## src/rtl/uart_tx_fifo.sv

```systemverilog
// Buffered UART transmitter: a FIFO absorbs host bytes and a serializer drains
// them as start / 8 data (LSB first) / optional parity / stop frames on uart_txd.
module uart_tx_fifo #(
    parameter int CLK_FREQ   = 50000000,
    parameter int BAUD       = 115200,
    parameter int FIFO_DEPTH = 16,
    parameter int PARITY_EN  = 0,
    parameter int PARITY_ODD = 0
) (
    input  logic                          clk_50M,
    input  logic                          rst_n,
    input  logic                          write_en,
    input  logic [7:0]                    write_data,
    output logic                          full,
    output logic                          empty,
    output logic [$clog2(FIFO_DEPTH):0]   fifo_count,
    output logic                          overflow,
    output logic                          uart_txd,
    output logic                          busy
);

    localparam int CLKS_PER_BIT = CLK_FREQ / BAUD;
    localparam int PTR_W        = $clog2(FIFO_DEPTH);
    localparam int CNT_W        = PTR_W + 1;
    localparam int BAUD_W       = (CLKS_PER_BIT > 1) ? $clog2(CLKS_PER_BIT) : 1;

    localparam logic [BAUD_W-1:0] BAUD_LAST = BAUD_W'(CLKS_PER_BIT - 1);
    localparam logic [CNT_W-1:0]  CNT_FULL  = CNT_W'(FIFO_DEPTH);
    localparam logic              PARITY_ON = (PARITY_EN != 0);
    localparam logic              ODD_BIT   = (PARITY_ODD != 0);

    typedef enum logic [2:0] {
        IDLE,
        START,
        DATA,
        PARITY,
        STOP
    } state_t;

    // ------------------------------------------------------------------
    // FIFO
    // ------------------------------------------------------------------
    logic [7:0]       mem [FIFO_DEPTH];
    logic [PTR_W-1:0] wr_ptr;
    logic [PTR_W-1:0] rd_ptr;
    logic [CNT_W-1:0] count;
    logic             push;
    logic             pop;
    logic [7:0]       head;

    assign full       = (count == CNT_FULL);
    assign empty      = (count == '0);
    assign fifo_count = count;
    assign head       = mem[rd_ptr];

    // A full FIFO refuses the push even when the serializer pops in the same cycle.
    assign push = write_en && !full;

    always_ff @(posedge clk_50M) begin
        if (!rst_n) begin
            wr_ptr   <= '0;
            rd_ptr   <= '0;
            count    <= '0;
            overflow <= 1'b0;
        end else begin
            overflow <= write_en && full;
            if (push) wr_ptr <= wr_ptr + PTR_W'(1);
            if (pop)  rd_ptr <= rd_ptr + PTR_W'(1);
            case ({push, pop})
                2'b10:   count <= count + CNT_W'(1);
                2'b01:   count <= count - CNT_W'(1);
                default: ;
            endcase
        end
    end

    // NOTE: the storage array has no reset; the pointers and count alone decide
    // which entries are valid, so clearing the data would only cost logic.
    always_ff @(posedge clk_50M) begin
        if (push) mem[wr_ptr] <= write_data;
    end

    // ------------------------------------------------------------------
    // Serializer
    // ------------------------------------------------------------------
    state_t            state;
    state_t            state_next;
    logic [BAUD_W-1:0] baud_cnt;
    logic [BAUD_W-1:0] baud_next;
    logic [2:0]        bit_idx;
    logic [2:0]        bit_next;
    logic [7:0]        shift;
    logic [7:0]        shift_next;
    logic              parity_bit;
    logic              parity_next;
    logic              txd_next;
    logic              bit_done;

    assign bit_done = (baud_cnt == BAUD_LAST);

    always_ff @(posedge clk_50M) begin
        if (!rst_n) begin
            state      <= IDLE;
            baud_cnt   <= '0;
            bit_idx    <= '0;
            shift      <= '0;
            parity_bit <= 1'b0;
            uart_txd   <= 1'b1;
        end else begin
            state      <= state_next;
            baud_cnt   <= baud_next;
            bit_idx    <= bit_next;
            shift      <= shift_next;
            parity_bit <= parity_next;
            uart_txd   <= txd_next;
        end
    end

    // NOTE: every signal driven here gets a default first so no path can
    // leave one unassigned and infer a latch.
    always_comb begin
        state_next  = state;
        bit_next    = bit_idx;
        shift_next  = shift;
        parity_next = parity_bit;
        pop         = 1'b0;
        baud_next   = (state == IDLE || bit_done) ? '0 : baud_cnt + BAUD_W'(1);

        case (state)
            IDLE: begin
                if (!empty) begin
                    pop        = 1'b1;
                    state_next = START;
                end
            end
            START: begin
                if (bit_done) state_next = DATA;
            end
            DATA: begin
                if (bit_done) begin
                    shift_next = {1'b0, shift[7:1]};
                    bit_next   = bit_idx + 3'd1;
                    if (bit_idx == 3'd7) state_next = PARITY_ON ? PARITY : STOP;
                end
            end
            PARITY: begin
                if (bit_done) state_next = STOP;
            end
            STOP: begin
                // Back-to-back frames: the next byte starts with no idle gap.
                if (bit_done) begin
                    if (!empty) begin
                        pop        = 1'b1;
                        state_next = START;
                    end else begin
                        state_next = IDLE;
                    end
                end
            end
            default: state_next = IDLE;
        endcase

        if (pop) begin
            shift_next  = head;
            bit_next    = '0;
            baud_next   = '0;
            parity_next = (^head) ^ ODD_BIT;
        end

        // The line register is loaded with the level of the state being entered.
        case (state_next)
            IDLE:    txd_next = 1'b1;
            START:   txd_next = 1'b0;
            DATA:    txd_next = shift_next[0];
            PARITY:  txd_next = parity_next;
            STOP:    txd_next = 1'b1;
            default: txd_next = 1'b1;
        endcase
    end

    assign busy = (state != IDLE) || !empty;

endmodule

```

## config.mk

```make
export PLATFORM = sky130hd
export DESIGN_NAME = uart_tx_fifo
export DESIGN_NICKNAME = d
export VERILOG_FILES = /design/src/rtl/uart_tx_fifo.sv
export SDC_FILE = /design/constraint.sdc
export NUM_CORES = 1
export LEC_CHECK = 0
export BUFFER_PORTS_ARGS = -buffer_cell sky130_fd_sc_hd__buf_2
export CAP_MARGIN = 30
export CORE_UTILIZATION = 40
export CTS_BUF_LIST = sky130_fd_sc_hd__clkbuf_2
export CTS_CLUSTER_SIZE = 24
export DETAILED_ROUTE_END_ITERATION = 16
export PLACE_DENSITY_LB_ADDON = 0.25
export SLEW_MARGIN = 25
export SYNTH_ARGS = -nofsm -noshare
export SYNTH_HDL_FRONTEND = slang
export SYNTH_SLANG_ARGS = --single-unit
export TNS_END_PERCENT = 50
```

## constraint.sdc

```tcl
create_clock -name clk_50M -period 5.2 [get_ports clk_50M]
set_input_delay 1.04 -clock clk_50M [delete_from_list [all_inputs] [get_ports clk_50M]]
set_output_delay 1.04 -clock clk_50M [all_outputs]
set_load 0.01 [all_outputs]
```

==> results.tsv, run 1 <==
stage	metric	value	unit
clock_tree	clk_latency	0.72	ns
critical_path	cp_max_fo	21	
yosys	synth_area	7000	sq um
power	pwr-share-seq	51.0	%
final_layout	fill_cells	1528	
detailed_routing	antenna_left	0	
yosys	synth_area_leader_cell	edfxtp_1	
grt	grt_pass1_vias	3794	
yosys	synthFlopType	edfxtp_1	
yosys	postSynthCellCount	448	
sta	setup_viol	0	
grt	overflow	0	
power	p_leak	2.57	nW
sta	final-hold-violation-count	0	
sta	finalSetupTns	0	ns
power	clkPwrFrac	21.6	%
place	place_congestion	0.813	
clock_tree	cts_buffer_depth	2	
place	place_hpwl	8.45	mm
final_layout	fin_nets	491	
grt	grt_antenna_before_repair	1	
sta	skew	0.0261	ns
power	switching_share	32.6	%
clock_tree	clock-sinks	171	
detailed_routing	firstDrtPassIters	4	
clock_tree	cts_tree	yes	
yosys	ys_ff_latch	171	
final_layout	post-route-util	44.7	%
yosys	synth_edf_count	128	
worst_hold_path	hold_path.class	reg -> reg	
critical_path	end_kind	flop	
detailed_routing	num_vias	3696	
power	p_per_area	438	nW/um^2
yosys	avgSynthCellArea	15.6	sq um
critical_path	worstSetupPathType	reg -> reg	
critical_path	start_kind	flop	
final_layout	area_delta_synth_final	7.44	%
power	switchingPower	0.00107	W
clock_tree	htreeDepth	4	
power	pwr-share-comb	27.4	%
grt	grt_pass1_wl	21.0	mm
power	vdd_drop_max	302	uV
floorplanning	ios	21	
floorplanning	die_w	134	um
floorplanning	coreArea	16800	sq um
clock_tree	ctsHoldBuffers	0	
critical_path	arrival	4.15	ns
yosys	ys_top_cells_by_area	edfxtp_1 55%, dfxtp_1 12%, mux4_2 7.1%	
place	portBuffers	20	
clock_tree	ctsRootBufferMaster	clkbuf_2	
grt	track_usage	15.9	%
floorplanning	rows	47	
sta	tightestPinTransition	1.00	ns
detailed_routing	drt_iter0_drc	241	
floorplanning	die_area	18000	sq um
yosys	yosysMostFrequentCell	edfxtp_1	
yosys	yosys-top-cells-count	128 x edfxtp_1, 51 x nor2_1, 43 x dfxtp_1	
sta	period_share	68.1	%
clock_tree	cts_resized	0	
flow_run	maxCapViolCount	0	
detailed_routing	drt-total-wl	13.3	mm
detailed_routing	viasPerCell	5.27	
yosys	synthDistinctLibCells	49	
clock_tree	clkTransAtPathRegs	0.23	ns
power	p_int	0.00222	W
final_layout	drive_gt1_share	18.1	%
sta	rsz0062_at_grt	no	
sta	drv_slew	0	
yosys	ys_seq_area_share	67.3	%
detailed_routing	avgRoutedWirePerCell	18.9	um
clock_tree	post_cts_buffers	0	
clock_tree	numCtsBuffers	17	
yosys	ys.warnings.count	0	
yosys	netlist.area_leader.share	54.9	%
sta	post-route-min-period	3.54	ns
detailed_routing	drc	0	
sta	max_freq	283	MHz
floorplanning	start_util	41.6	%
status	outcome	finished, final reports clean	
critical_path	critPathRequiredTime	5.81	ns
sta	slew_headroom	32.9	%
yosys	synthesis.nets	471	
floorplanning	fp.dieH	134	um
grt	grt_max_degree	33	
yosys	async_flop_share	0	%
-- stage by stage --
step                instances  total power, W  setup WS, ns  cell area, sq um  hold slack (ns)
CTS                       699         0.00333          1.69              7510            0.502
global route              701         0.00349          1.35              7520            0.512
detailed placement        668         0.00262          1.73              7260            0.458
global placement          668         0.00260          1.80              7260            0.445
floorplan                 448         0.00241          2.20              7000            0.430
finish                    701         0.00329          1.66              7520            0.500
-- flip-flops by register name (all words and copies together) (netlist names), named ones only --
name	flops
mem	128
wr_ptr	4
bit_idx	3
uart_txd	1
parity_bit	1
rd_ptr	4
fifo_count	5
state	3
overflow	1
shift	8
baud_cnt	9
-- area by class of cell --
type / count / area, sq um / area share [%]
flip-flops and latches: 171 / 4710 / 62.6
multi-input cells: 247 / 2140 / 28.4
well taps: 220 / 275 / 3.66
clock inverters: 13 / 153 / 2.03
repair buffers: 23 / 123 / 1.63
clock buffers: 18 / 90.1 / 1.20
inverters: 8 / 30.0 / 0.400
diodes: 1 / 2.50 / 0.0333
-- worst max-delay path: stages, from the launching register on --
cell and delay (ns):
dfxtp_1 0.45, or4_4 0.55, o21ai_1 0.16, nand2b_2 0.39, inv_2 0.18, ha_1 0.37, xor2_1 0.20, ha_1 0.27
nand2_1 0.09, a221oi_1 0.09, a211o_1 0.30, nor3_1 0.19, xnor2_1 0.14, nor2_1 0.05
-- power by group through the flow --
stage,clock [W],combinational [W],sequential [W]
floorplan,0,0.000772,0.00164
global placement,0,0.000890,0.00171
detailed placement,0,0.000904,0.00172
CTS,0.000730,0.000912,0.00169
global route,0.000788,0.000996,0.00170
finish,0.000710,0.000902,0.00168
-- metal layers --
metal,track usage [%],wire (um),share of wire (%)
met5,0,0,0
met4,4.31,162,1.2
met3,4.12,561,4.2
met2,27.0,6690,50
met1,20.2,5840,44
-- cells in the final DEF, fill, tap and decap left out, drive strengths merged, types with 2 or more instances in the layout --
| cell type | n |
|---|---|
| a211oi | 7 |
| a21oi | 11 |
| a22oi | 16 |
| and2 | 3 |
| and3 | 2 |
| buf | 23 |
| bufinv | 2 |
| clkbuf | 18 |
| clkinv | 3 |
| dfxtp | 43 |
| edfxtp | 128 |
| ha | 12 |
| inv | 15 |
| mux2i | 11 |
| mux4 | 32 |
| nand2 | 32 |
| nand2b | 6 |
| nand3 | 4 |
| nand4 | 2 |
| nor2 | 51 |
| nor2b | 2 |
| nor3 | 8 |
| o21ai | 4 |
| or3 | 3 |
| or4 | 2 |
| xnor2 | 13 |
| xor2 | 12 |
-- final timing paths --
path                              start                    endpoint  cells past startpoint  slack (ns)
max reg2reg  fifo_count[1]$_SDFFE_PN0P_  fifo_count[4]$_SDFFE_PN0P_                     13        1.66
max          fifo_count[1]$_SDFFE_PN0P_  fifo_count[4]$_SDFFE_PN0P_                     13        1.66
min reg2reg      baud_cnt[0]$_SDFF_PP0_      baud_cnt[0]$_SDFF_PP0_                      1        0.50
min              baud_cnt[0]$_SDFF_PP0_      baud_cnt[0]$_SDFF_PP0_                      1        0.50
-- logic make-up (layout without fill, tap and decap cells) --
family          count (synthesis)  in the layout  synth area share (%)
flops                         171            171                  67.3
simple gates                  119            119                  7.67
compound gates                 48             48                  4.88
mux                            43             43                  12.4
buf+inv                        30             62                  2.50
xor+xnor                       25             25                  3.13
fa+ha+maj                      12             12                  2.15
other cells                     0              1                     0
No activity file was read; power rests on OpenSTA's default activity.
==> run 2: changes to the inputs <==
==> constraint.sdc (replaced) <==
create_clock -name clk_50M -period 3 [get_ports clk_50M]
set_input_delay 0.6 -clock clk_50M [delete_from_list [all_inputs] [get_ports clk_50M]]
set_output_delay 0.6 -clock clk_50M [all_outputs]
set_load 0.01 [all_outputs]
==> run 2 against run 1 <==
Against the previous run: clock power rose by 69%; combinational power rose by 95%; cell count rose by 3.7%; die area did not move; via count rose by 2.7%; global-route usage fell by 0.19 points; flip-flop and latch count did not move; sequential power rose by 68%; clock-buffer cell count fell by 1; design area rose by 2.8%; power rose by 76%; sequential share of layout area fell by 1.7 points.
==> results.tsv, run 2 (synthesis results as in run 1) <==
stage	metric	value	unit
status	outcome	finished, final reports clean	
worst_hold_path	hold_path.class	in -> reg	
power	p_per_area	749	nW/um^2
critical_path	start_kind	flop	
floorplanning	ios	21	
detailed_routing	num_vias	3797	
final_layout	reg.largest.list	mem: 128 flops, baud_cnt: 9 flops, shift: 8 flops	
sta	final-hold-violation-count	0	
clock_tree	clock-sinks	171	
sta	max_freq	349	MHz
clock_tree	clk_latency	0.71	ns
grt	grt_antenna_before_repair	1	
final_layout	design_area	7730	sq um
critical_path	ff2ff_path_depth	15	
final_layout	area_delta_synth_final	10.5	%
final_layout	layout_common_cells	128 x edfxtp_1, 51 x nor2_1, 40 x dfxtp_1	
sta	skew	0.0292	ns
sta	post-route-min-period	2.86	ns
clock_tree	numCtsBuffers	17	
flow_run	maxCapViolCount	0	
floorplanning	die_area	18000	sq um
power	p_leak	2.68	nW
critical_path	cp_max_fo	9	
critical_path	critPathRequiredTime	3.62	ns
grt	overflow	0	
critical_path	end_kind	flop	
detailed_routing	drc	0	
final_layout	fin_nets	516	
final_layout	fin_cells	727	
clock_tree	cts_tree	yes	
critical_path	ff2ff_setup_slack	0.14	ns
clock_tree	cts_buffer_depth	2	
sta	period_share	95.5	%
grt	grt_pass1_wl	21.0	mm
critical_path	worstSetupPathType	reg -> reg	
floorplanning	rows	47	
sta	tightestPinTransition	0.845	ns
final_layout	top_register	mem	
clock_tree	clkTransAtPathRegs	0.25	ns
sta	drv_slew	0	
clock_tree	ctsRootBufferMaster	clkbuf_2	
place	place_area	7460	sq um
detailed_routing	antenna_left	0	
power	vdd_drop_max	393	uV
sta	slew_headroom	43.6	%
clock_tree	post_cts_buffers	0	
grt	track_usage	15.7	%
clock_tree	ctsHoldBuffers	0	
detailed_routing	avgRoutedWirePerCell	17.9	um
floorplanning	fp.dieH	134	um
place	place_hpwl	8.56	mm
place	place_congestion	0.763	
detailed_routing	drt_iter0_drc	220	
floorplanning	die_w	134	um
detailed_routing	viasPerCell	5.22	
sta	finalSetupTns	0	ns
grt	grt_pass1_vias	3937	
detailed_routing	firstDrtPassIters	5	
grt	grt_max_degree	33	
final_layout	drive_gt1_share	22.1	%
critical_path	arrival	3.49	ns
place	dp_cells	694	
floorplanning	coreArea	16800	sq um
place	portBuffers	20	
sta	setup_viol	0	
final_layout	largest_reg_flops	128	
worst_hold_path	whs_path_depth	2	
clock_tree	htreeDepth	4	
detailed_routing	drt-total-wl	13.0	mm
clock_tree	cts_resized	0	
final_layout	layout_commonest_cell	edfxtp_1	
floorplanning	start_util	41.6	%
-- run 2: critical path, cell delays in order (launching register included) --
cell,delay [ns]
dfxtp_2,0.39
inv_1,0.05
ha_1,0.14
nand4b_1,0.17
o41ai_4,0.40
nand2b_2,0.13
inv_4,0.13
ha_2,0.22
xor2_1,0.19
ha_2,0.26
nand2_1,0.08
a221oi_2,0.23
a211o_1,0.14
nor3_1,0.05
xnor2_1,0.14
nor2_1,0.06
-- run 2: report_power, final --
part           switching, W  internal, W
sequential         0.000128      0.00270
combinational      0.000918     0.000842
clock              0.000865     0.000336
-- run 2: area by class of cell --
class                   instances  area [sq um]
diodes                          1          2.50
clock buffers                  17          85.1
clock inverters                15           151
fillers                      1514          9090
inverters                       8          32.5
multi-input cells             247          2140
flip-flops and latches        171          4710
well taps                     220           275
repair buffers                 48           335
-- run 2: worst paths after layout --
check / startpoint / to
max: baud_cnt[1]$_SDFF_PP0_ / fifo_count[4]$_SDFFE_PN0P_
min: rst_n / uart_txd$_SDFF_PN1_
max reg2reg: baud_cnt[1]$_SDFF_PP0_ / fifo_count[4]$_SDFFE_PN0P_
min reg2reg: baud_cnt[0]$_SDFF_PP0_ / baud_cnt[0]$_SDFF_PP0_
-- run 2: through the flow --
stage               total power, W  setup WS, ns  hold slack (ns)  utilization (%)
global placement           0.00462         0.218            0.445             44.4
floorplan                  0.00418       0.00373            0.430                -
CTS                        0.00583       0.00717           0.0610             45.8
finish                     0.00579         0.136            0.121             46.0
detailed placement         0.00464        0.0434            0.464             44.4
global route               0.00614       -0.0201           0.0514             46.0
-- run 2: per-layer routing --
metal	track usage [%]	routed length, um	vias to the layer above
li1	-	-	1804
met1	20.4	5860	1898
met2	26.1	6390	86
met3	4.08	647	9
met4	4.62	145	0
met5	0	0	-
==> run 3: changes to the inputs <==
==> constraint.sdc (replaced) <==
create_clock -name clk_50M -period 3 [get_ports clk_50M]
set_input_delay 0 -clock clk_50M [delete_from_list [all_inputs] [get_ports clk_50M]]
set_output_delay 0 -clock clk_50M [all_outputs]
set_load 0.01 [all_outputs]
==> run 3 against run 2 <==
Against the previous run: sequential share of layout area down 0.48 points; register-to-register slack better by 0.09 ns; sequential power down 1%; critical path type unchanged; via count up 0.53%; first-iteration DRC count up 21%; maximum frequency up 3.1%; worst setup slack better by 0.087 ns; combinational power up 3%; power down 0.53%; worst hold slack better by 0.018 ns; global-route usage up 0.075 points; largest cell class unchanged.
==> results.tsv, run 3 (synthesis results as in run 1) <==
stage	metric	value	unit
power	p_leak	2.67	nW
final_layout	reg.largest.list	mem: 128 flops, baud_cnt: 9 flops, shift: 8 flops	
critical_path	cp_cell_sequence	inv_1, ha_1, nand4b_1, o41ai_4, nand2b_2, inv_4, ha_2, xor2_1, ha_2, o311ai_0, nor3_1, nor3_2, xnor2_1, nor2_1	
grt	track_usage	15.8	%
critical_path	start_kind	flop	
status	outcome	finished, final reports clean	
critical_path	worst_path_most_repeated_cell	ha_2	
critical_path	end_kind	flop	
floorplanning	fp.dieH	134	um
grt	grt_pass1_wl	20.9	mm
critical_path	crit_path_max_incr_delay	0.41	ns
sta	setup_viol	0	
flow_run	maxCapViolCount	0	
clock_tree	numCtsBuffers	17	
power	vdd_drop_max	424	uV
place	place_hpwl	8.23	mm
place	place_ws	0.126	ns
power	p_total	0.00576	W
final_layout	fill_cells	1489	
critical_path	worstSetupPathType	reg -> reg	
sta	slew_headroom	39.9	%
sta	setup_slack	0.223	ns
detailed_routing	drc	0	
sta	skew	0.0400	ns
grt	grt_max_degree	33	
final_layout	fin_cells	730	
clock_tree	clock-sinks	171	
grt	overflow	0	
clock_tree	cts_buffer_depth	2	
final_layout	area_delta_synth_final	11.4	%
clock_tree	clkTransAtPathRegs	0.28	ns
detailed_routing	drt_iter0_drc	267	
power	p_per_area	740	nW/um^2
final_layout	design_area	7790	sq um
clock_tree	clk_latency	0.76	ns
floorplanning	coreArea	16800	sq um
sta	post-route-min-period	2.78	ns
detailed_routing	drt-total-wl	13.2	mm
grt	grt_pass1_vias	3893	
final_layout	top_register	mem	
clock_tree	htreeDepth	4	
detailed_routing	antenna_left	0	
final_layout	layout_common_cells	128 x edfxtp_1, 51 x nor2_1, 40 x dfxtp_1	
floorplanning	die_area	18000	sq um
place	portBuffers	20	
critical_path	critPathRequiredTime	3.68	ns
final_layout	layout_commonest_cell	edfxtp_1	
floorplanning	rows	47	
floorplanning	ios	21	
detailed_routing	num_vias	3817	
sta	drv_slew	0	
final_layout	drive_gt1_share	20.2	%
floorplanning	die_w	134	um
critical_path	cp_max_fo	9	
sta	period_share	92.6	%
place	place_congestion	0.749	
detailed_routing	viasPerCell	5.23	
place	dp_cells	682	
floorplanning	start_util	41.6	%
critical_path	arrival	3.45	ns
clock_tree	cts_tree	yes	
sta	whs	0.139	ns
sta	tightestPinTransition	0.898	ns
sta	max_freq	360	MHz
worst_hold_path	hold_path.class	in -> reg	
final_layout	largest_reg_flops	128	
sta	final-hold-violation-count	0	
clock_tree	ctsRootBufferMaster	clkbuf_2	
critical_path	cp_slowest_cell	o41ai_4	
critical_path	cp_top_family	compound AO/OA/AOI/OAI gates	
place	place_area	7370	sq um
detailed_routing	firstDrtPassIters	6	
grt	grt_antenna_before_repair	1	
detailed_routing	avgRoutedWirePerCell	18.1	um
final_layout	fin_nets	519	
critical_path	ff2ff_setup_slack	0.22	ns
critical_path	path_buf_inv	2	
-- run 3: cell types whose count changed in the layout (fill, tap and decap cells not counted), moves of 2 or more --
cell	delta
inv_8	-4
dlygate4sd3_1	+13
clkinvlp_4	+3
clkinv_8	+4
buf_4	-10
clkinv_2	-2
-- run 3: power breakdown --
part	switching, W	internal, W
Combinational	0.000971	0.000840
Clock	0.000897	0.000262
Sequential	0.0000899	0.00270
Total	0.00196	0.00380
-- run 3: per-layer routing --
layer	track usage, %	up-vias	share of wire [%]
met5	0	-	0
met3	4.08	16	5.0
met4	5.93	0	1.8
li1	-	1802	-
met1	20.1	1909	44
met2	26.1	90	49
-- run 3: path summary, 6_finish.rpt --
check	start	cells after the start	to
max	baud_cnt[1]$_SDFF_PP0_	14	fifo_count[4]$_SDFFE_PN0P_
min	write_data[3]	2	mem[15][3]$_DFFE_PP_
max reg2reg	baud_cnt[1]$_SDFF_PP0_	14	fifo_count[4]$_SDFFE_PN0P_
min reg2reg	baud_cnt[0]$_SDFF_PP0_	1	baud_cnt[0]$_SDFF_PP0_
-- run 3: repair_timing --
item | CTS | global route
gates resized for setup | 0 | 7
buffers inserted | 0 | 1
hold buffers | 13 | 0
endpoints found under the setup margin | 0 | 2
hold endpoints to repair | 171 | 0
-- run 3: cell type report --
class / instances / area (sq um) / area share [%]
Sequential cell: 171 / 4710 / 60.4
Multi-Input combinational cell: 247 / 2140 / 27.4
Timing Repair Buffer: 51 / 390 / 5.01
Tap cell: 220 / 275 / 3.53
Clock inverter: 15 / 159 / 2.04
Clock buffer: 17 / 85.1 / 1.09
Inverter: 8 / 32.5 / 0.418
Antenna cell: 1 / 2.50 / 0.0321
-- run 3: stage by stage --
step                      setup TNS [ns]  utilization (%)
after floorplan                        0                -
after global placement                 0             43.8
after detailed placement               0             43.8
after CTS                              0             46.1
after global routing            -0.00760             46.3
final                                  0             46.3
